===== config.mk =====
export PLATFORM = sky130hd
export DESIGN_NAME = eth_rx_frame_ctrl
export DESIGN_NICKNAME = d
export VERILOG_FILES = /design/src/rtl/eth_rx_pkg.sv /design/src/rtl/eth_rx_fcs_strip.sv /design/src/rtl/eth_rx_frame_ctrl.sv
export SDC_FILE = /design/constraint.sdc
export NUM_CORES = 1
export LEC_CHECK = 0
export BUFFER_PORTS_ARGS = -buffer_cell sky130_fd_sc_hd__buf_2
export CAP_MARGIN = 20
export CORE_MARGIN = 1
export CORE_UTILIZATION = 43
export CTS_CLUSTER_DIAMETER = 30
export CTS_CLUSTER_SIZE = 30
export DETAILED_ROUTE_END_ITERATION = 10
export HOLD_SLACK_MARGIN = 0.12
export REMOVE_ABC_BUFFERS = 1
export SLEW_MARGIN = 0
export SYNTH_ARGS = -nofsm -noshare
export SYNTH_HDL_FRONTEND = slang
export SYNTH_SLANG_ARGS = --single-unit

===== constraint.sdc =====
create_clock -name aclk -period 2.13 [get_ports aclk]
set_input_delay 0 -clock aclk [delete_from_list [all_inputs] [get_ports aclk]]
set_output_delay 0 -clock aclk [all_outputs]
set_load 0.005 [all_outputs]

===== src/rtl/eth_rx_pkg.sv =====
// Shared types and constants for the Ethernet RX frame controller.
// FSM state encoding, framing bytes and default length limits.
package eth_rx_pkg;

  typedef enum logic [2:0] {
    IDLE,
    PREAMBLE,
    DATA,
    WAIT_CRC,
    DROP
  } rx_state_e;

  localparam logic [7:0] PREAMBLE_BYTE = 8'h55;
  localparam logic [7:0] SFD_BYTE      = 8'hD5;

  localparam int DEF_MIN_FRAME = 64;
  localparam int DEF_MAX_FRAME = 1518;

  // FCS bytes plus the one payload byte held back for tlast
  localparam int FCS_DEPTH = 5;
  localparam int OCC_W     = $clog2(FCS_DEPTH + 1);

  function automatic logic [15:0] sat_inc16(
    input logic [15:0] v
  );
    return (v == 16'hFFFF) ? v : v + 16'd1;
  endfunction

endpackage


===== src/rtl/eth_rx_fcs_strip.sv =====
// Byte delay line that holds back the FCS so the payload can be
// emitted with a correct last-byte marker.
module eth_rx_fcs_strip
  import eth_rx_pkg::*;
#(
  parameter int DEPTH = FCS_DEPTH
) (
  input  logic                       aclk,
  input  logic                       aresetn,
  input  logic                       push,
  input  logic                       flush,
  input  logic [7:0]                 din,
  output logic [7:0]                 dout,
  output logic [$clog2(DEPTH+1)-1:0] occ
);

  localparam int OW = $clog2(DEPTH + 1);

  logic [DEPTH-1:0][7:0] mem_q, mem_d;
  logic [OW-1:0]         occ_q, occ_d;

  always_comb begin
    mem_d = mem_q;
    occ_d = occ_q;
    if (flush) begin
      occ_d = '0;
    end else if (push) begin
      for (int i = DEPTH - 1; i > 0; i--) begin
        mem_d[i] = mem_q[i-1];
      end
      mem_d[0] = din;
      if (occ_q != OW'(DEPTH)) begin
        occ_d = occ_q + 1'b1;
      end
    end
  end

  always_ff @(posedge aclk) begin
    if (!aresetn) begin
      mem_q <= '0;
      occ_q <= '0;
    end else begin
      mem_q <= mem_d;
      occ_q <= occ_d;
    end
  end

  // Oldest byte once the line is full
  assign dout = mem_q[DEPTH-1];
  assign occ  = occ_q;

endmodule


===== src/rtl/eth_rx_frame_ctrl.sv =====
// RX framing FSM: preamble/SFD detect, checker feed, FCS strip
// and per-frame status beat.
module eth_rx_frame_ctrl
  import eth_rx_pkg::*;
#(
  parameter int MIN_PREAMBLE = 5,
  parameter int MIN_FRAME    = DEF_MIN_FRAME,
  parameter int MAX_FRAME    = DEF_MAX_FRAME,
  parameter int CRC_TIMEOUT  = 8
) (
  input  logic        aclk,
  input  logic        aresetn,
  input  logic [7:0]  rx_data,
  input  logic        rx_dv,
  input  logic        rx_er,
  output logic [7:0]  crc_data,
  output logic        crc_data_valid,
  output logic        crc_sof,
  input  logic        crc_ok,
  input  logic        crc_bad,
  output logic [7:0]  m_tdata,
  output logic        m_tvalid,
  output logic        m_tlast,
  output logic        m_tuser,
  output logic        stat_valid,
  output logic [15:0] stat_len,
  output logic        stat_crc_err,
  output logic        stat_len_err,
  output logic        stat_phy_err
);

  localparam int TW = $clog2(CRC_TIMEOUT + 1);

  rx_state_e     st_q, st_d;
  logic [3:0]    pre_cnt_q, pre_cnt_d;
  logic [15:0]   len_q, len_d;
  logic          phy_err_q, phy_err_d;
  logic          sof_pend_q, sof_pend_d;
  logic [TW-1:0] wait_q, wait_d;

  logic [7:0]    crc_data_q, crc_data_d;
  logic          crc_dv_q, crc_dv_d;
  logic          crc_sof_q, crc_sof_d;
  logic [7:0]    m_tdata_q, m_tdata_d;
  logic          m_tvalid_q, m_tvalid_d;
  logic          m_tlast_q, m_tlast_d;
  logic          m_tuser_q, m_tuser_d;
  logic          stat_valid_q, stat_valid_d;
  logic [15:0]   stat_len_q, stat_len_d;
  logic          stat_crc_q, stat_crc_d;
  logic          stat_len_e_q, stat_len_e_d;
  logic          stat_phy_q, stat_phy_d;

  logic             push, flush;
  logic [7:0]       strip_dout;
  logic [OCC_W-1:0] strip_occ;
  logic             strip_full;
  logic             len_err, crc_err, crc_done;

  eth_rx_fcs_strip u_strip (
    .aclk    (aclk),
    .aresetn (aresetn),
    .push    (push),
    .flush   (flush),
    .din     (rx_data),
    .dout    (strip_dout),
    .occ     (strip_occ)
  );

  assign strip_full = (strip_occ == OCC_W'(FCS_DEPTH));
  assign len_err    = (len_q < 16'(MIN_FRAME))
                   || (len_q > 16'(MAX_FRAME));
  // Only a clean crc_ok counts as good; both pulses or none is an error
  assign crc_err    = !(crc_ok && !crc_bad);
  assign crc_done   = crc_ok || crc_bad
                   || (wait_q == TW'(CRC_TIMEOUT - 1));

  always_comb begin
    st_d         = st_q;
    pre_cnt_d    = pre_cnt_q;
    len_d        = len_q;
    phy_err_d    = phy_err_q;
    sof_pend_d   = sof_pend_q;
    wait_d       = wait_q;
    crc_data_d   = '0;
    crc_dv_d     = 1'b0;
    crc_sof_d    = 1'b0;
    m_tdata_d    = '0;
    m_tvalid_d   = 1'b0;
    m_tlast_d    = 1'b0;
    m_tuser_d    = 1'b0;
    stat_valid_d = 1'b0;
    stat_len_d   = '0;
    stat_crc_d   = 1'b0;
    stat_len_e_d = 1'b0;
    stat_phy_d   = 1'b0;
    push         = 1'b0;
    flush        = 1'b0;

    unique case (st_q)
      IDLE: begin
        if (rx_dv) begin
          if (rx_data == PREAMBLE_BYTE) begin
            st_d      = PREAMBLE;
            pre_cnt_d = 4'd1;
          end else begin
            st_d = DROP;
          end
        end
      end

      PREAMBLE: begin
        if (!rx_dv) begin
          st_d = IDLE;
        end else if (rx_data == PREAMBLE_BYTE) begin
          if (pre_cnt_q != 4'hF) begin
            pre_cnt_d = pre_cnt_q + 4'd1;
          end
        end else if (rx_data == SFD_BYTE &&
                     pre_cnt_q >= 4'(MIN_PREAMBLE)) begin
          st_d       = DATA;
          len_d      = '0;
          phy_err_d  = 1'b0;
          sof_pend_d = 1'b1;
          flush      = 1'b1;
        end else begin
          st_d = DROP;
        end
      end

      DATA: begin
        if (rx_dv) begin
          crc_data_d = rx_data;
          crc_dv_d   = 1'b1;
          crc_sof_d  = sof_pend_q;
          sof_pend_d = 1'b0;
          len_d      = sat_inc16(len_q);
          push       = 1'b1;
          if (rx_er) begin
            phy_err_d = 1'b1;
          end
          if (strip_full) begin
            m_tvalid_d = 1'b1;
            m_tdata_d  = strip_dout;
          end
        end else begin
          st_d   = WAIT_CRC;
          wait_d = '0;
        end
      end

      WAIT_CRC: begin
        if (crc_done) begin
          stat_valid_d = 1'b1;
          stat_len_d   = len_q;
          stat_crc_d   = crc_err;
          stat_len_e_d = len_err;
          stat_phy_d   = phy_err_q;
          if (strip_full) begin
            m_tvalid_d = 1'b1;
            m_tlast_d  = 1'b1;
            m_tdata_d  = strip_dout;
            m_tuser_d  = crc_err | len_err | phy_err_q;
          end
          flush     = 1'b1;
          pre_cnt_d = '0;
          // A frame that started during the wait is not recoverable
          st_d      = rx_dv ? DROP : IDLE;
        end else begin
          wait_d = wait_q + 1'b1;
        end
      end

      DROP: begin
        if (!rx_dv) begin
          st_d = IDLE;
        end
      end

      default: st_d = IDLE;
    endcase
  end

  always_ff @(posedge aclk) begin
    if (!aresetn) begin
      st_q         <= IDLE;
      pre_cnt_q    <= '0;
      len_q        <= '0;
      phy_err_q    <= 1'b0;
      sof_pend_q   <= 1'b0;
      wait_q       <= '0;
      crc_data_q   <= '0;
      crc_dv_q     <= 1'b0;
      crc_sof_q    <= 1'b0;
      m_tdata_q    <= '0;
      m_tvalid_q   <= 1'b0;
      m_tlast_q    <= 1'b0;
      m_tuser_q    <= 1'b0;
      stat_valid_q <= 1'b0;
      stat_len_q   <= '0;
      stat_crc_q   <= 1'b0;
      stat_len_e_q <= 1'b0;
      stat_phy_q   <= 1'b0;
    end else begin
      st_q         <= st_d;
      pre_cnt_q    <= pre_cnt_d;
      len_q        <= len_d;
      phy_err_q    <= phy_err_d;
      sof_pend_q   <= sof_pend_d;
      wait_q       <= wait_d;
      crc_data_q   <= crc_data_d;
      crc_dv_q     <= crc_dv_d;
      crc_sof_q    <= crc_sof_d;
      m_tdata_q    <= m_tdata_d;
      m_tvalid_q   <= m_tvalid_d;
      m_tlast_q    <= m_tlast_d;
      m_tuser_q    <= m_tuser_d;
      stat_valid_q <= stat_valid_d;
      stat_len_q   <= stat_len_d;
      stat_crc_q   <= stat_crc_d;
      stat_len_e_q <= stat_len_e_d;
      stat_phy_q   <= stat_phy_d;
    end
  end

  assign crc_data       = crc_data_q;
  assign crc_data_valid = crc_dv_q;
  assign crc_sof        = crc_sof_q;
  assign m_tdata        = m_tdata_q;
  assign m_tvalid       = m_tvalid_q;
  assign m_tlast        = m_tlast_q;
  assign m_tuser        = m_tuser_q;
  assign stat_valid     = stat_valid_q;
  assign stat_len       = stat_len_q;
  assign stat_crc_err   = stat_crc_q;
  assign stat_len_err   = stat_len_e_q;
  assign stat_phy_err   = stat_phy_q;

endmodule

; Word level (Yosys, flattened, before mapping)
; Index checks and enable logic that the tools add are counted.
[op_classes]
reduce_logical = 24
mul = 0
muxes = 52
eq_ne = 26
n_shift = 0
n_div = 0
n_addsub = 4
magnitude_cmp = 3
bitwise = 4
[ops]
columns = cell, count
row1 = two-way mux 16 bit, 5
row2 = two-way mux 4 bit, 8
row3 = one-hot mux 16 bit (2 select lines), 1
row4 = "inequality test 2 bit, second input constant", 14
row5 = two-way mux 3 bit, 9
row6 = two-way mux 8 bit, 3
row7 = two-way mux 1 bit, 18
row8 = "adder 16 x 1 -> 16 bit, second input constant", 1
row9 = "equality test 16 bit, second input constant", 1
row10 = "> comparator 16 x 11 -> 1 bit, second input constant", 1
row11 = "less-than comparator 16 x 7 -> 1 bit, second input constant", 1
row12 = one-hot mux 8 bit (2 select lines), 1
row13 = one-hot mux 3 bit (5 select lines), 1
row14 = one-hot mux 4 bit (3 select lines), 1
row15 = AND reduction 6 bit, 2
row16 = AND reduction 5 bit, 2
row17 = AND reduction 3 bit, 3
row18 = "adder 4 x 1 -> 4 bit, second input constant", 2
row19 = "equality test 8 x 7 -> 1 bit, second input constant", 1
row20 = "equality test 8 bit, second input constant", 1
row21 = one-hot mux 1 bit (2 select lines), 4
row22 = one-hot mux 4 bit (2 select lines), 1
row23 = AND reduction 7 bit, 1
row24 = "equality test 3 x 2 -> 1 bit, second input constant", 2
row25 = other kinds (18), 29
[totals]
ramBits = 0
inputBits = 14
output_inout_bits = 41
latchBits = 0
register_bits = 113
wordCells = 137
n_memories = 0
romBits = 0

; Depth between registers and ports, before layout
; Gate-level depths: netlist of the first run.
[depth]
depth_word = 8
mapped_depth = 8
ltp_nobuf = 6

; Modules after synthesis
; Synthesis of the first run repeated with hierarchy kept, for this count alone.
[unflattened]
cells_unflattened = 499
hier_area_um2 = 4463.0
[by_module_without_submodules]
columns = module, area_per_inst_um2, instances, seq_area_each_um2, cells_each
row1 = eth_rx_frame_ctrl, 2782.7, 1, 1401.3, 302
row2 = eth_rx_fcs_strip, 1680.4, 1, 860.8, 197

; Worst setup path after synthesis of the first run
; Ideal clock, no wire load.
[synth_path]
path_type = flip-flop to flip-flop
startpoint = reg len_q[0]
endpoint = reg len_q[14]
setup_ns = 0.070
slack_ns = 0.263
path_buffers = 0
period_less_slack_ns = 1.867
arrival_ns = 1.798
stages_incl_launch_ff = 6
required_ns = 2.060
cell_sequence = dfxtp_1 ha_1 nand4_4 or4_1 or4_1 a21oi_1
[synth_via]
elab_chain_cells = 4
word_cells_on_any_way = 7
cone_classes = 1 x add/sub / 2 x eq/ne / 3 x mux / 1 x reduce/logical
[synth_rtl]
columns = element, line
row1 = "start, declared", eth_rx_frame_ctrl.sv:36  ; logic [15:0] len_q, len_d;
row2 = "start signal, assigned", eth_rx_frame_ctrl.sv:207  ; len_q <= len_d;
row3 = adder 16 x 1 -> 16 bit, eth_rx_pkg.sv:26  ; return (v == 16'hFFFF) ? v : v + 16'd1;
row4 = two-way mux 16 bit, eth_rx_pkg.sv:26
row5 = two-way mux 16 bit, eth_rx_frame_ctrl.sv:132  ; if (rx_dv) begin
row6 = one-hot mux 16 bit (2 select lines), eth_rx_frame_ctrl.sv:100  ; unique case (st_q)
; Several ways; a longest one is shown, not always the timed one. The select of a mux whose other input is x is not followed.
; A chain may end at the register's enable or synchronous reset.

; Worst setup path in the final report of the first run
; Same ends and word-level chain as after synthesis.

==> impl_metrics.tcl, run 1 <==
set metrics [dict create \
    routabilityCongestion 0.823 \
    multi_input_area_sq_um 1940 \
    antenna_left 0 \
    fin_tns_setup_ns 0 \
    pwr_density_cell_nw_per_um2 911 \
    met3WireLength_um 484 \
    tightest_slew_ns 0.530 \
    post-route-period-util 0.942 \
    syn2layout_area_growth_pct 26.7 \
    crit_fanout 6 \
    place.port_buffers 54 \
    cts_sinks 113 \
    crit_slowest_cell "or4_1" \
    crit_required_ns 2.57 \
    final_layout_size_suffix_gt1_frac 0.186 \
    dp_slack_ns 0.136 \
    setup_ws_ns 0.124 \
    yosysSeqAreaShare 0.519 \
    rsz0062_at_grt "false" \
    vias 3676 \
    syn_inst 494 \
    clock_latency_ns 0.51 \
    path_clk_slew_ns 0.06 \
    startpoint_type "flop" \
    skew_ns 0.00727 \
    synthArstFlopShare 0 \
    antenna_found_initial 0 \
    slew_headroom 0.645 \
    grt_pass1_wl_um 15100 \
    cts_buffer_depth 2 \
    cts-root-buf "clkbuf_8" \
    cts_resized 0 \
    critPathMaxStageDelay_ns 0.55 \
    yosysUniqueCellTypes 52 \
    grt_overflow_total 0 \
    top_layer_used "met4" \
    worstPathArrival_ns 2.45 \
    grt_max_degree 45 \
    crit_top_cell "or4_1" \
    grt_pass1_vias 3180 \
    wl_met2_um 4230 \
    cts_hold_buf 14 \
    pin_count 55 \
    status "complete, no violations" \
    cts_setup_buffers 0 \
    hold_depth 3 \
    drt_wl_total_um 9210 \
    synthFlopType "dfxtp_1" \
    drt_iter0_drc 289 \
    drc_errors 0 \
    setup_viol 0 \
    die_h_um 103 \
    max_freq_mhz 499 \
    hold_path.class "in -> reg" \
    wl_met1_um 4430 \
    path_cells "ha_1, nand4_4, or4_1, or4_1, a21oi_1" \
    maxCapViolations 0 \
    firstDrtPassIters 4 \
    antennaDiodeCount 0 \
    vdd_drop_max_v 0.000505 \
    cts.htree.levels 4 \
    cts_tree "yes" \
    nets 583 \
    final_max_slew_viol_count 0 \
    dieArea_sq_um 10500 \
    core_region_area_sq_um 9820 \
    finalNonFillerCells 708 \
    initial_core_util 0.444 \
    cts_buffers 17 \
    syn_area_sq_um 4360 \
    crit_type "reg -> reg" \
    hold_viol_final 0 \
    die_width_um 103 \
    place_inst 662 \
    min_period_ns 2.01 \
    final-seq-area_sq_um 2260 \
    rows 36 \
    wire_per_inst_um 13.0 \
    grt_usage 0.186 \
    via_per_inst 5.19 \
    p_leak_nw 2.23 \
    fillers 909 \
    synth.avg_cell_area_sq_um 8.83 \
    synth_seq_cells 113 \
    synth_edf_count 0 \
    synth_warnings 0 \
    place_hpwl_um 5940 \
    cp-end-kind "flop" \
    r2r_cells 5 \
]
[worst max-delay path, delay by kind of cell, from the launching register on]
kind,cells,cell delay [ns]
and+or+nand+nor,3,1.12
AOI/OAI and AO/OA,1,0.14
adders and majority gates,1,0.27
DFF,1,0.40
[layout by cell type (no fill, tap or decap), drive strengths merged, types with 9 or more instances in the layout]
cell type	instances
a21oi	64
and3	25
buf	68
clkbuf	17
dfxtp	113
dlygate4sd3	14
inv	12
nand2	96
nand3	13
nand4	11
nor2	13
o21ai	12
o31ai	9
or4	11
[report_power, final]
part           internal, W  switching, W  leakage (nW)  total [W]
Combinational    0.0000387     0.0000584          1.04  0.0000971
Clock              0.00179       0.00102         0.277    0.00281
Sequential         0.00212    0.00000228         0.910    0.00212
[stage by stage]
step	hold WS, ns	utilization	power (W)	area [sq um]
final	0.227	0.562	0.00503	5520
after global routing	0.239	0.562	0.00521	5520
after CTS	0.202	0.562	0.00509	5520
after detailed placement	0.210	0.487	0.00224	4780
after global placement	0.213	0.487	0.00224	4780
after floorplan	0.0918	-	0.00219	4230
[registers in the layout, summed over array words and instances (netlist names), 3 cells and up]
register / count
crc_data: 8
len_q: 16
m_tdata: 8
pre_cnt_q: 4
st_q: 3
stat_len: 16
u_strip.dout: 8
u_strip.mem_q: 32
u_strip.occ: 3
wait_q: 4
[cells in the mapped netlist (3+ instances only)]
| library cell | instances | area, sq um |
|---|---|---|
| a21oi_1 | 64 | 320 |
| or3_1 | 8 | 50.1 |
| or4_1 | 11 | 82.6 |
| nor3_1 | 5 | 25.0 |
| buf_2 | 4 | 20.0 |
| nor2_1 | 13 | 48.8 |
| and3_1 | 25 | 156 |
| clkbuf_1 | 29 | 109 |
| and2_1 | 8 | 50.1 |
| nand3_1 | 13 | 65.1 |
| dfxtp_1 | 113 | 2260 |
| ha_1 | 7 | 87.6 |
| nor2b_1 | 4 | 25.0 |
| inv_1 | 9 | 33.8 |
| o31ai_1 | 9 | 67.6 |
| mux2i_1 | 4 | 40.0 |
| nand4_1 | 10 | 62.6 |
| and4_1 | 3 | 26.3 |
| a31oi_1 | 5 | 31.3 |
| a211oi_1 | 3 | 22.5 |
| nand2b_1 | 3 | 18.8 |
| o21ai_0 | 11 | 55.1 |
| nand3b_1 | 3 | 22.5 |
| nand2_1 | 96 | 360 |
[path summary, 6_finish.rpt]
path | start | endpoint | slack (ns)
worst max-delay path | len_q[0]$_SDFFE_PN0P_ | len_q[14]$_SDFFE_PN0P_ | 0.12
worst min-delay path | crc_ok | stat_crc_err$_SDFF_PN0_ | 0.23
worst max register to register | len_q[0]$_SDFFE_PN0P_ | len_q[14]$_SDFFE_PN0P_ | 0.12
worst min register to register | u_strip.dout[4]$_SDFFE_PN0P_ | u_strip.dout[4]$_SDFFE_PN0P_ | 0.45
[final cells by class]
class | instances | share of cell area
clock inverter | 15 | 0.0335
clock buffer | 17 | 0.0750
inverter | 10 | 0.00680
tap | 133 | 0.0301
sequential | 113 | 0.410
timing repair buffer | 82 | 0.0933
multi-input combinational | 338 | 0.352
[metal layers]
metal | vias up | global-route usage
met1 | 1679 | 0.246
met3 | 7 | 0.0529
li1 | 1888 | -
met5 | - | 0
met2 | 102 | 0.285
met4 | 0 | 0.0780
[cells by family (layout without fill, tap and decap cells)]
kind of cell	after synthesis	in the layout	synth area share
compound gates	109	109	0.147
flops	113	113	0.519
fa+ha+maj	7	7	0.0201
buf+inv	43	124	0.0382
xor+xnor	3	3	0.00603
mux	4	4	0.00918
simple gates	215	215	0.261
Note: power is estimated with default switching activity, not from simulation.
==> inputs of run 2 (changes only) <==
--- a/config.mk
+++ b/config.mk
@@ -5,6 +5,7 @@
 export SDC_FILE = /design/constraint.sdc
 export NUM_CORES = 1
 export LEC_CHECK = 0
+export ABC_AREA = 1
 export BUFFER_PORTS_ARGS = -buffer_cell sky130_fd_sc_hd__buf_2
 export CAP_MARGIN = 20
 export CORE_MARGIN = 1
==> constraint.sdc (replaced) <==
create_clock -name aclk -period 1.9 [get_ports aclk]
set_input_delay 0 -clock aclk [delete_from_list [all_inputs] [get_ports aclk]]
set_output_delay 0 -clock aclk [all_outputs]
set_load 0.005 [all_outputs]
==> run 2 against run 1 <==
Synthesized area increased by 5.7%. Critical endpoint is now st_q[0]$_SDFFE_PN0P_. Maximum frequency rose by 15%. Worst hold slack gained 0.054 ns. Largest power group unchanged. Critical path type unchanged. First-iteration DRC count is 13% lower. Via count up 11%. Clock power rose by 8.9%. Count of clock-buffer cells in the layout rose by 1. Global-route usage increased by 1.4 points. Sequential power increased by 12%. Critical path depth up 4. Cell area is 4.4% higher. Non-clock buffer count decreased by 1.
==> impl_metrics.tcl, run 2 <==
set metrics [dict create \
    hold_viol_final 0 \
    setup_viol 0 \
    vias 4067 \
    r2r-end "st_q[0]$_SDFFE_PN0P_" \
    p_int_w 0.00435 \
    p_leak_nw 2.37 \
    hold_start "crc_ok" \
    grt_max_degree 48 \
    p_sw_frac 0.223 \
    path_clk_slew_ns 0.06 \
    p_switching_w 0.00125 \
    initial_core_util 0.445 \
    syn2layout_area_growth_pct 25.1 \
    p_seq_frac 0.426 \
    cp.depth 9 \
    hold_path.class "in -> reg" \
    ff2ff_setup_slack_ns 0.15 \
    post-synth-top-area-cell "dfxtp_1" \
    synth_warnings 0 \
    syn_area_sq_um 4610 \
    via_per_inst 4.77 \
    cts_tree "yes" \
    grt_pass1_vias 3716 \
    antenna_found_initial 0 \
    drc_errors 0 \
    rsz0062_at_grt "true" \
    yosysSeqAreaShare 0.491 \
    pwr_density_cell_nw_per_um2 970 \
    place.port_buffers 54 \
    tightest_slew_ns 0.619 \
    pin_count 55 \
    synthArstFlopShare 0 \
    vdd_drop_max_v 0.000405 \
    synth_seq_cells 113 \
    synth_edf_count 0 \
    post-route-period-util 0.921 \
    cts_sinks 113 \
    place_hpwl_um 7170 \
    power_frac_comb 0.027 \
    synthFlopType "dfxtp_1" \
    crit_required_ns 2.33 \
    drt_iter0_drc 251 \
    r2r_start "st_q[0]$_SDFFE_PN0P_" \
    largest_reg_flops 32 \
    finalInstanceArea_sq_um 5770 \
    clkPwrFrac 0.548 \
    antenna_left 0 \
    cts_buffer_depth 2 \
    slew_headroom 0.587 \
    post_dp_cell_area_sq_um 5030 \
    startpoint_type "flop" \
    core_region_area_sq_um 10400 \
    clock_latency_ns 0.50 \
    final_cell_mix "nor2_1, nand2_1, dfxtp_1" \
    firstDrtPassIters 4 \
    cp_top_family "flip-flops" \
    nets 725 \
    largest_register "u_strip.mem_q" \
    cts-root-buf "clkbuf_8" \
    max_freq_mhz 571 \
    crit_type "reg -> reg" \
    die_width_um 106 \
    r2r_cells 9 \
    dieArea_sq_um 11100 \
    min_period_ns 1.75 \
    critPathMaxStageDelay_ns 0.46 \
    grt_pass1_wl_um 17700 \
    cts_buffers 17 \
    hold_depth 3 \
    layout_commonest_cell "nor2_1" \
    path_cells "inv_2, nand2_1, inv_1, nand2_2, buf_4, nand3_1, a21oi_1, nand2_1, a21oi_1" \
    routabilityCongestion 0.837 \
    holdPathEnd "stat_crc_err$_SDFF_PN0_" \
    cp-end-kind "flop" \
    drt_wl_total_um 10400 \
    whs_ns 0.280 \
    critPathBufInv 3 \
    antennaDiodeCount 0 \
    syn_inst 628 \
    die_h_um 106 \
    grt_usage 0.200 \
    synth_common_cells "nor2_1, dfxtp_1, nand2_1, inv_1, o21ai_0" \
    crit_slowest_cell "dfxtp_1" \
    grt_overflow_total 0 \
    skew_ns 0.00734 \
    yosysUniqueCellTypes 34 \
    maxCapViolations 0 \
    final_layout_size_suffix_gt1_frac 0.169 \
    worstPathArrival_ns 2.18 \
    synth.avg_cell_area_sq_um 7.34 \
    crit_fanout 16 \
    yosys-top-cells-area "dfxtp_1, nor2_1, nand2_1, o21ai_0, a21oi_1" \
    cts.htree.levels 4 \
    wire_per_inst_um 12.2 \
    rows 37 \
    status "complete, no violations" \
    final_max_slew_viol_count 0 \
    post-synth-top-count-cell "nor2_1" \
    synth_top_area_frac 0.491 \
]
[run 2: cell count changes in the layout (fill, tap and decap cells not counted), moves of 11 or more]
cell | previous run | this run
o21ai_0 | 11 | 48
or4_1 | 11 | 0
nor2_1 | 13 | 133
and3_1 | 25 | 0
a21oi_1 | 64 | 46
nand2_1 | 96 | 112
nand3_1 | 13 | 37
inv_1 | 9 | 61
[run 2: cell type report]
class	count	area (sq um)
clock buffers	18	428
clock inverters	14	156
fillers	983	4600
inverters	65	245
multi-input cells	426	1990
flip-flops and latches	113	2260
well taps	136	170
repair buffers	81	518
[run 2: power by group through the flow]
stage / clock network, W / registers [W] / logic (W)
after global routing: 0.00325 / 0.00238 / 0.000170
after CTS: 0.00311 / 0.00238 / 0.000149
after global placement: 0 / 0.00243 / 0.000128
after floorplan: 0 / 0.00243 / 0.0000726
after detailed placement: 0 / 0.00243 / 0.000127
final: 0.00306 / 0.00238 / 0.000150
[run 2: logic make-up (layout without fill, tap and decap cells)]
| group | after synthesis | after routing | share of synthesized area |
|---|---|---|---|
| AOI/OAI and AO/OA | 104 | 104 | 0.121 |
| xor gates and xnor gates | 5 | 5 | 0.00950 |
| and+or+nand+nor | 310 | 310 | 0.279 |
| buffers and inverters | 89 | 178 | 0.0809 |
| DFF | 113 | 113 | 0.491 |
| adders and majority gates | 7 | 7 | 0.0190 |
[run 2: metal layers]
metal	routed length, um	global-route usage
met3	409	0.0588
met1	5240	0.274
met5	0	0
met2	4670	0.305
met4	78	0.0625
[run 2: stage by stage]
step	utilization	worst slack [ns]	instances	setup TNS, ns	power [W]
2_1_floorplan	-	-0.381	604	-10.57	0.00250
3_3_place_gp	0.485	0.214	807	0	0.00256
3_5_place_dp	0.485	0.184	807	0	0.00256
4_1_cts	0.554	0.159	852	0	0.00564
5_1_grt	0.556	-0.0222	853	-0.0222	0.00580
6_report	0.556	0.150	853	0	0.00560
[run 2: worst max-delay path by stage]
stage,slack [ns],endpoint,from
6_report,0.15,st_q[0]$_SDFFE_PN0P_,st_q[0]$_SDFFE_PN0P_
5_1_grt,-0.02,m_tuser$_SDFF_PN0_,st_q[1]$_SDFFE_PN0P_
4_1_cts,0.16,len_q[14]$_SDFFE_PN0P_,len_q[1]$_SDFFE_PN0P_
3_5_place_dp,0.18,len_q[14]$_SDFFE_PN0P_,pre_cnt_q[0]$_SDFFE_PN0P_
3_3_place_gp,0.21,len_q[1]$_SDFFE_PN0P_,len_q[1]$_SDFFE_PN0P_
2_1_floorplan,-0.38,u_strip.occ[0]$_SDFFE_PP0P_,st_q[0]$_SDFFE_PN0P_
[run 2: repair_timing]
action	4_1_cts	5_1_grt
buffers inserted	0	1
hold buffers	13	0
gates resized for setup	0	3
endpoints found under the hold margin	83	0
setup endpoints to repair	0	16
[run 2: worst min-delay path, cell delays in order]
cell           delay [ns]
dlygate4sd3_1        0.52
buf_2                0.13
a21oi_1              0.07
